==> src/rtl/qos_sched.sv <==
// qos_sched: CPU bus QoS throttle for a shared-RAM system.
//
// The CPU gets a budget of CREDMAX bus-cycle starts per credit window of
// WINDOW SlowTick strobes. When the budget is exhausted and a video/sound
// fetch is pending, the scheduler enters THROT. In THROT, QoSEN holds off
// the CPU's RAM/ROM DTACK. It leaves THROT through a fixed two-cycle DRAIN
// state and then returns to RUN.
//
// Optional feature (macro QOS_IOFORCE_EN):
//   A cycle start with IOCS=1 loads a 3-bit IO hold counter with 7. The
//   counter then counts down on SlowTick. While it is nonzero, the
//   scheduler is forced into THROT and may not exit THROT.
//   When the macro is undefined, IOCS is ignored and no hold logic exists.
module qos_sched #(
  parameter int unsigned CREDMAX = 12,  // credits per window, 1..15
  parameter int unsigned WINDOW  = 48   // SlowTicks per window, 2..63
) (
  input  logic       FCLK,
  input  logic       RST,
  input  logic       BACT,
  input  logic       IOCS,
  input  logic       DMAPend,
  input  logic       SlowTick,
  output logic       QoSEN,
  output logic [3:0] Credit,
  output logic       Throttling
);

  localparam logic [3:0] CRED_INIT = 4'(CREDMAX);
  localparam logic [5:0] WIN_LAST  = 6'(WINDOW - 1);

  typedef enum logic [1:0] {
    ST_RUN   = 2'd0,
    ST_THROT = 2'd1,
    ST_DRAIN = 2'd2
  } state_t;

  // ---------------------------------------------------------------------
  // Cycle-start detection: the rising edge of BACT marks one AS cycle.
  // ---------------------------------------------------------------------
  logic bact_q;
  logic cyc_start;

  assign cyc_start = BACT & ~bact_q;

  // Delay BACT by one FCLK so that its rising edge can be detected.
  always_ff @(posedge FCLK) begin
    if (RST) begin
      bact_q <= 1'b0;
    end else begin
      bact_q <= BACT;
    end
  end

  // ---------------------------------------------------------------------
  // Credit window counter: wraps after WINDOW SlowTicks and pulses reload.
  // ---------------------------------------------------------------------
  logic [5:0] wcnt_q, wcnt_d;
  logic       reload;

  // Advance the window on each SlowTick; the terminal tick wraps to 0 and
  // raises reload for that same cycle.
  always_comb begin
    wcnt_d = wcnt_q;
    reload = 1'b0;
    if (SlowTick) begin
      if (wcnt_q == WIN_LAST) begin
        wcnt_d = 6'd0;
        reload = 1'b1;
      end else begin
        wcnt_d = wcnt_q + 6'd1;
      end
    end
  end

  // Window counter register.
  always_ff @(posedge FCLK) begin
    if (RST) begin
      wcnt_q <= 6'd0;
    end else begin
      wcnt_q <= wcnt_d;
    end
  end

  // ---------------------------------------------------------------------
  // Credit counter: refilled on reload, otherwise spent by cycle starts.
  // ---------------------------------------------------------------------
  logic [3:0] credit_q, credit_d;

  // Reload wins over a coincident cycle start. Spending saturates at zero.
  always_comb begin
    credit_d = credit_q;
    if (reload) begin
      credit_d = CRED_INIT;
    end else if (cyc_start && (credit_q != 4'd0)) begin
      credit_d = credit_q - 4'd1;
    end
  end

  // Credit register.
  always_ff @(posedge FCLK) begin
    if (RST) begin
      credit_q <= CRED_INIT;
    end else begin
      credit_q <= credit_d;
    end
  end

  // ---------------------------------------------------------------------
  // Optional IO hold: slow I/O accesses force a throttle period.
  // ---------------------------------------------------------------------
  logic io_force;  // hold active: push RUN into THROT
  logic io_clear;  // hold expired: THROT may exit

`ifdef QOS_IOFORCE_EN
  logic [2:0] io_hold_q, io_hold_d;

  // A new IO cycle start reloads the hold. Otherwise the hold counts down
  // on each SlowTick until it reaches zero.
  always_comb begin
    io_hold_d = io_hold_q;
    if (cyc_start && IOCS) begin
      io_hold_d = 3'd7;
    end else if (SlowTick && (io_hold_q != 3'd0)) begin
      io_hold_d = io_hold_q - 3'd1;
    end
  end

  // IO hold counter register.
  always_ff @(posedge FCLK) begin
    if (RST) begin
      io_hold_q <= 3'd0;
    end else begin
      io_hold_q <= io_hold_d;
    end
  end

  assign io_force = (io_hold_q != 3'd0);
  assign io_clear = (io_hold_q == 3'd0);
`else
  // IOCS has no function in this build; it is tied off here only so that
  // it is not left dangling.
  logic iocs_unused;
  assign iocs_unused = IOCS;
  assign io_force    = 1'b0;
  assign io_clear    = 1'b1;
`endif

  // ---------------------------------------------------------------------
  // Throttle FSM.
  // ---------------------------------------------------------------------
  state_t state_q, state_d;
  logic   drain_cnt_q, drain_cnt_d;  // marks the second DRAIN cycle
  logic   throt_d;
  logic   qosen_q;
  logic   throttling_q;

  // Next-state logic. RUN enters THROT only while BACT is low, so QoSEN
  // never rises in the middle of a CPU cycle. DRAIN always lasts exactly
  // two cycles; a reload during DRAIN only refills credit.
  always_comb begin
    state_d     = state_q;
    drain_cnt_d = drain_cnt_q;
    case (state_q)
      ST_RUN: begin
        if (!BACT && (((credit_q == 4'd0) && DMAPend) || io_force)) begin
          state_d = ST_THROT;
        end
      end
      ST_THROT: begin
        if ((reload || !DMAPend) && io_clear) begin
          state_d     = ST_DRAIN;
          drain_cnt_d = 1'b0;
        end
      end
      ST_DRAIN: begin
        if (drain_cnt_q) begin
          state_d     = ST_RUN;
          drain_cnt_d = 1'b0;
        end else begin
          drain_cnt_d = 1'b1;
        end
      end
      default: begin
        state_d     = ST_RUN;
        drain_cnt_d = 1'b0;
      end
    endcase
  end

  // Both outputs are registered from the next state. They therefore change
  // on the same edge as the state transition.
  assign throt_d = (state_d != ST_RUN);

  // State and registered-output update.
  always_ff @(posedge FCLK) begin
    if (RST) begin
      state_q      <= ST_RUN;
      drain_cnt_q  <= 1'b0;
      qosen_q      <= 1'b0;
      throttling_q <= 1'b0;
    end else begin
      state_q      <= state_d;
      drain_cnt_q  <= drain_cnt_d;
      qosen_q      <= throt_d;
      throttling_q <= throt_d;
    end
  end

  assign QoSEN      = qosen_q;
  assign Throttling = throttling_q;
  assign Credit     = credit_q;

endmodule

==> config.mk <==
export PLATFORM = sky130hd
export DESIGN_NAME = qos_sched
export DESIGN_NICKNAME = d
export VERILOG_FILES = /design/src/rtl/qos_sched.sv
export SDC_FILE = /design/constraint.sdc
export NUM_CORES = 1
export LEC_CHECK = 0
export CORE_MARGIN = 4
export CORE_UTILIZATION = 42
export CTS_BUF_LIST = sky130_fd_sc_hd__clkbuf_4 sky130_fd_sc_hd__clkbuf_8 sky130_fd_sc_hd__clkbuf_16
export DETAILED_ROUTE_END_ITERATION = 12
export PLACE_DENSITY = 0.66
export SYNTH_ARGS = -nofsm -noshare
export SYNTH_HDL_FRONTEND = slang
export SYNTH_SLANG_ARGS = --single-unit
==> constraint.sdc <==
create_clock -name FCLK -period 4.15 [get_ports FCLK]
set_input_delay 0.415 -clock FCLK [delete_from_list [all_inputs] [get_ports FCLK]]
set_output_delay 0.415 -clock FCLK [all_outputs]
set_load 0.02 [all_outputs]
==> results.ini, run 1 <==
[outcome]
outcome = finished, final reports clean

[worst_setup_path]
arrival_ns = 1.30
max_stage_delay_ns = 0.62
crit_path_end_kind = primary output
crit_type = reg2out
path_delay_family = buffers and inverters
r2r_slack_ns = 2.76
worstPathRequired_ns = 3.73
crit_path_start = Credit[2]
path_cells = clkdlybuf4s50_1
regToRegStartpoint = Credit[0]
crit_cells = 1
start_kind = register
crit_fanout = 4
cpMaxStageDelayCell = clkdlybuf4s50_1
reg2regPathDepth = 6
reg2reg_to = Credit[0]
critical_path_buf_inv_count = 1

[global_routing]
antenna_found_initial = 0
grt_usage = 0.1196
grt_pass1_wl_um = 1828
grt_pass1_vias = 474
grt_max_degree = 12
grt-ovfl-total = 0

[floorplanning]
die-area_um2 = 2321
die_h_um = 48.18
start_util = 0.4450
core_um2 = 1524
boundaryPins = 12
row_count = 14
die_w_um = 48.18

[power_and_ir_drop]
switching_power_uw = 70.02
combPwrFrac = 0.147
intPower_uw = 216.3
clkPwrFrac = 0.306
p_leak_nw = 0.3073
max-vdd-ir-drop_mv = 0.1665
sw_frac_of_total = 0.2445
finalPower_uw = 286.4
powerDensity_nw_per_um2 = 350.5
pwr-share-seq = 0.547

[routing]
avgViaCountPerCell = 5.039
drt_iter0_drc = 4
drc_errors = 0
wl_um = 1093
drtAntennaViolNets = 0
wl_per_cell_um = 10.72
num_vias = 514
first_pass_iters = 3

[timing]
fin_skew_ns = 0.001923
relSlewSlack = 0.7429
period_share = 0.4125
max_freq_mhz = 584.2
finalHoldViolations = 0
fin_crit_ns = 1.712
rsz0062_at_grt = no
setup_violations = 0
worst_pin_slew_ns = 0.3844
fin_setup_tns_ns = 0
report.final.slew_viol_count = 0

[cts]
cts_root_buffer = clkbuf_4
cts.sinks = 15
cts_tree = done
cts_resized = 0
ctsHoldBuffers = 0
cts-buffers-inserted = 3
clkLatencyLatePin_ns = 0.28
clk_pin_slew_ns = 0.08
post_cts_buffers = 0
clk_path_buf_depth = 2
htree_levels = 1

[yosys]
ys_types = 31
synth-seq-area-share = 0.4428
syn_inst = 74
synth_area_per_cell_um2 = 9.164
ys_warn_count = 0
synth_area_um2 = 678.2
synth_fp_nets = 83
yosys_register_bits = 15

[min_path]
min_from = wcnt_q[4]
holdPathStages = 2
hold_end = wcnt_q[4]
hold_class = reg2reg

[cells_and_area]
final_common_cell = dfxtp_1
fin_nets = 96
final_util = 0.5361
syn_to_final_growth_pct = 20.48
drive_gt1_frac = 0.1279
ff_latch_area_um2 = 300.3
layout_common_cells = dfxtp_1 (15), clkdlybuf4s50_1 (10), nor2_1 (9)
fin_cells = 102
multi_input_area_um2 = 351.6
fin_area_um2 = 817.0
num_antenna_cells = 0
n_fill_cell = 149

[place]
portBuffers = 10
place.gp.congestion = 0.7844
placed_cell_area_um2 = 787.0
dp_cells = 98

[run]
cap_violations = 0

==> tightest hold or removal path, stage by stage, from the launching register on <==
cell and delay, ns:
dfxtp_1 0.34, nand2_1 0.06, a21oi_1 0.05
==> layer usage <==
layer  routed length (um)  global-route usage
met2                  514              0.1979
met3                   67             0.06642
met4                   10             0.06452
met1                  501              0.1183
met5                    0                   0
==> worst max-delay path by stage <==
stage                       endpoint
final                      Credit[2]
after global routing       Credit[2]
after CTS                  Credit[0]
after detailed placement  Throttling
after global placement    Throttling
after floorplan            Credit[1]
==> cell type report <==
type / instances / share of cell area
flip-flops and latches: 15 / 0.3675
multi-input cells: 53 / 0.4303
repair buffers: 10 / 0.1225
well taps: 16 / 0.02450
inverters: 4 / 0.01838
clock buffers: 4 / 0.03675
==> registers in the layout, summed over array words and instances (netlist names) <==
signal / count
wcnt_q: 6
Credit: 4
state_q: 2
Throttling: 1
bact_q: 1
drain_cnt_q: 1
==> cells in the mapped netlist (all sizes together) <==
cell type	number	area, um2
dfxtp	15	300.3
nor2	9	33.78
nand2	5	18.77
a21oi	4	23.77
inv	4	15.01
nor3	4	20.02
ha	3	37.54
nor2b	3	18.77
xnor2	3	26.28
xor2	3	26.28
a211oi	2	20.02
nand2b	2	15.02
nand3	2	10.01
nand4	2	18.77
o21ai	2	10.00
a31oi	1	6.260
and2	1	8.760
buf	1	7.510
clkbuf	1	3.750
mux2i	1	10.01
nand3b	1	7.510
o21a	1	7.510
o22ai	1	6.260
or2	1	8.760
or3	1	6.260
or3b	1	11.26
==> kinds of logic (layout without fill, tap and decap cells) <==
group	after synthesis	in the layout	share of synthesized area
flip-flops	15	15	0.4428
adder cells (fa/ha/maj)	3	3	0.05536
AO/OA/AOI/OAI	11	11	0.1089
multiplexers	1	1	0.01476
XOR/XNOR	6	6	0.07750
buffers and inverters	6	18	0.03874
AND/OR/NAND/NOR	32	32	0.2620
==> power by group through the flow <==
stage                     sequential (mW)  clock (mW)  combinational (mW)
final                               0.157      0.0877              0.0420
after global routing                0.158      0.0983              0.0473
after CTS                           0.157      0.0925              0.0428
after detailed placement            0.160           0              0.0424
after global placement              0.160           0              0.0418
after floorplan                     0.164           0              0.0216
==> per-stage QoR <==
| step | worst slack (ns) | hold WS [ns] |
|---|---|---|
| finish | 2.438 | 0.4892 |
| global route | 2.358 | 0.5366 |
| CTS | 2.411 | 0.4905 |
| detailed placement | 2.307 | 0.4770 |
| global placement | 2.302 | 0.4794 |
| floorplan | 2.724 | 0.4572 |
(Power assumes the default switching activity.)
==> run 2: changes to the inputs <==
- clock period: 4.15 -> 1.6 ns (I/O delays scaled with it)
==> run 2 against run 1 <==
Total power rose to 2.6 times the previous value. Core utilization up 0.82 points. First-iteration DRC count down 75%. Non-clock buffer count up 2. Final area up 1.5%. Combinational power rose to 2.7 times the previous value. Die area unchanged. Final cell count up 2.0%. Largest cell class unchanged. Highest routed layer unchanged. Register-to-register slack worse by 2.6 ns. Sequential share of layout area down 0.55 points.
==> results.ini, run 2 (synthesis results as in run 1) <==
[power_and_ir_drop]
max-vdd-ir-drop_mv = 0.6628  ; +300%
powerDensity_nw_per_um2 = 894.7  ; +160%
p_leak_nw = 0.3163  ; +2.9%
finalPower_uw = 742.2  ; +160%

[timing]
relSlewSlack = 0.7979  ; +0.05499
period_share = 0.9250
fin_skew_ns = 0.01224  ; +0.01032 ns
max_freq_mhz = 675.6
report.final.slew_viol_count = 0  ; unchanged
fin_crit_ns = 1.480
setup_violations = 0  ; unchanged
finalHoldViolations = 0  ; unchanged
hold-worst-slack_ns = 0.4667  ; -0.02251 ns
rsz0062_at_grt = no
fin_setup_tns_ns = 0  ; unchanged
worst_pin_slew_ns = 0.3022  ; -0.08222 ns
worst_slack_ns = 0.1199  ; -2.318 ns

[floorplanning]
row_count = 14  ; unchanged
die_h_um = 48.18  ; unchanged
die_w_um = 48.18  ; unchanged
die-area_um2 = 2321  ; unchanged
start_util = 0.4450  ; unchanged
boundaryPins = 12  ; unchanged
core_um2 = 1524  ; unchanged

[worst_setup_path]
cpMaxStageDelayCell = clkdlybuf4s50_1
crit_path_end_kind = primary output
critical_path_buf_inv_count = 1  ; unchanged
max_stage_delay_ns = 0.62  ; about the same
arrival_ns = 1.32  ; +0.02 ns
crit_fanout = 4  ; unchanged
worstPathRequired_ns = 1.44  ; -2.29 ns
start_kind = register
path_cells = clkdlybuf4s50_1
crit_type = reg2out
path_delay_family = buffers and inverters

[cts]
ctsHoldBuffers = 0  ; unchanged
cts_root_buffer = clkbuf_4
cts_resized = 0  ; unchanged
clk_path_buf_depth = 2  ; unchanged
htree_levels = 1  ; unchanged
post_cts_buffers = 0  ; unchanged
clkLatencyLatePin_ns = 0.29  ; about the same
clk_pin_slew_ns = 0.10  ; +0.02 ns
cts.sinks = 15  ; unchanged
cts_tree = done
cts-buffers-inserted = 3  ; unchanged

[cells_and_area]
largest_reg_flops = 6  ; unchanged
drive_gt1_frac = 0.1477  ; +0.01982
num_antenna_cells = 0  ; unchanged
top_register = wcnt_q
ff_latch_area_um2 = 300.3  ; unchanged
final_common_cell = dfxtp_1
final_util = 0.5443  ; +0.008210
multi_input_area_um2 = 351.6  ; unchanged
layout_common_cells = dfxtp_1 (15), clkdlybuf4s50_1 (10), nor2_1 (9)
n_fill_cell = 149  ; unchanged
syn_to_final_growth_pct = 22.32
fin_nets = 98  ; +2.1%

[routing]
num_vias = 519  ; +0.97%
drtAntennaViolNets = 0  ; unchanged
drc_errors = 0  ; unchanged
avgViaCountPerCell = 4.990  ; -0.97%
drt_iter0_drc = 1  ; -3
wl_per_cell_um = 10.77  ; +0.50%
first_pass_iters = 3  ; unchanged
wl_um = 1120  ; +2.5%

[global_routing]
grt_pass1_vias = 454  ; -4.2%
grt_usage = 0.1186  ; -0.001020
grt-ovfl-total = 0  ; unchanged
antenna_found_initial = 0  ; unchanged
grt_max_degree = 10  ; -2
grt_pass1_wl_um = 1821  ; -0.38%

[run]
cap_violations = 0  ; unchanged

[min_path]
hold_class = in2reg

[outcome]
outcome = finished, final reports clean

[place]
portBuffers = 10  ; unchanged
dp_slack_ns = 0.1190  ; -2.188 ns
hpwl_um = 804.6
place.gp.congestion = 0.7473  ; -4.7%

-- run 2: cell types whose count changed in the layout (fill, tap and decap cells not counted), sizes merged --
cell,previous run,this run
buf,0,2
clkinv,0,1
clkbuf,4,3
-- run 2: path summary, 6_finish.rpt --
path / from / end / slack, ns / cells past startpoint
setup reg to reg: wcnt_q[0] / Throttling / 0.18 / 5
hold / removal: BACT / bact_q / 0.47 / 2
setup / recovery: Credit[2] / Credit[2] / 0.12 / 1
hold reg to reg: wcnt_q[4] / wcnt_q[4] / 0.49 / 2
-- run 2: layout make-up --
| cell class | count | share of cell area |
|---|---|---|
| clock inverter | 1 | 0.006033 |
| tap | 16 | 0.02413 |
| timing repair buffer | 12 | 0.1388 |
| clock buffer | 3 | 0.02715 |
| sequential | 15 | 0.3620 |
| inverter | 4 | 0.01810 |
| multi-input combinational | 53 | 0.4238 |
-- run 2: metrics by stage --
| stage | cell area, um2 | std cells |
|---|---|---|
| after global placement | 802.0 | 100 |
| after global routing | 829.5 | 104 |
| after floorplan | 678.2 | 74 |
| final | 829.5 | 104 |
| after CTS | 829.5 | 104 |
| after detailed placement | 802.0 | 100 |
-- run 2: layer usage --
layer  wire, um  vias up  global-route usage
met5          0        -                   0
met2        506       10              0.1745
met1        522      229              0.1286
met3         74        2             0.07011
met4         17        0             0.07527
li1           -      278                   -
-- run 2: where the power goes --
part / internal (mW) / leakage, nW / total (mW) / switching (mW)
clock: 0.0930 / 0.0177 / 0.222 / 0.129
sequential: 0.391 / 0.122 / 0.407 / 0.0168
combinational: 0.0597 / 0.176 / 0.112 / 0.0527
total: 0.543 / 0.316 / 0.742 / 0.199
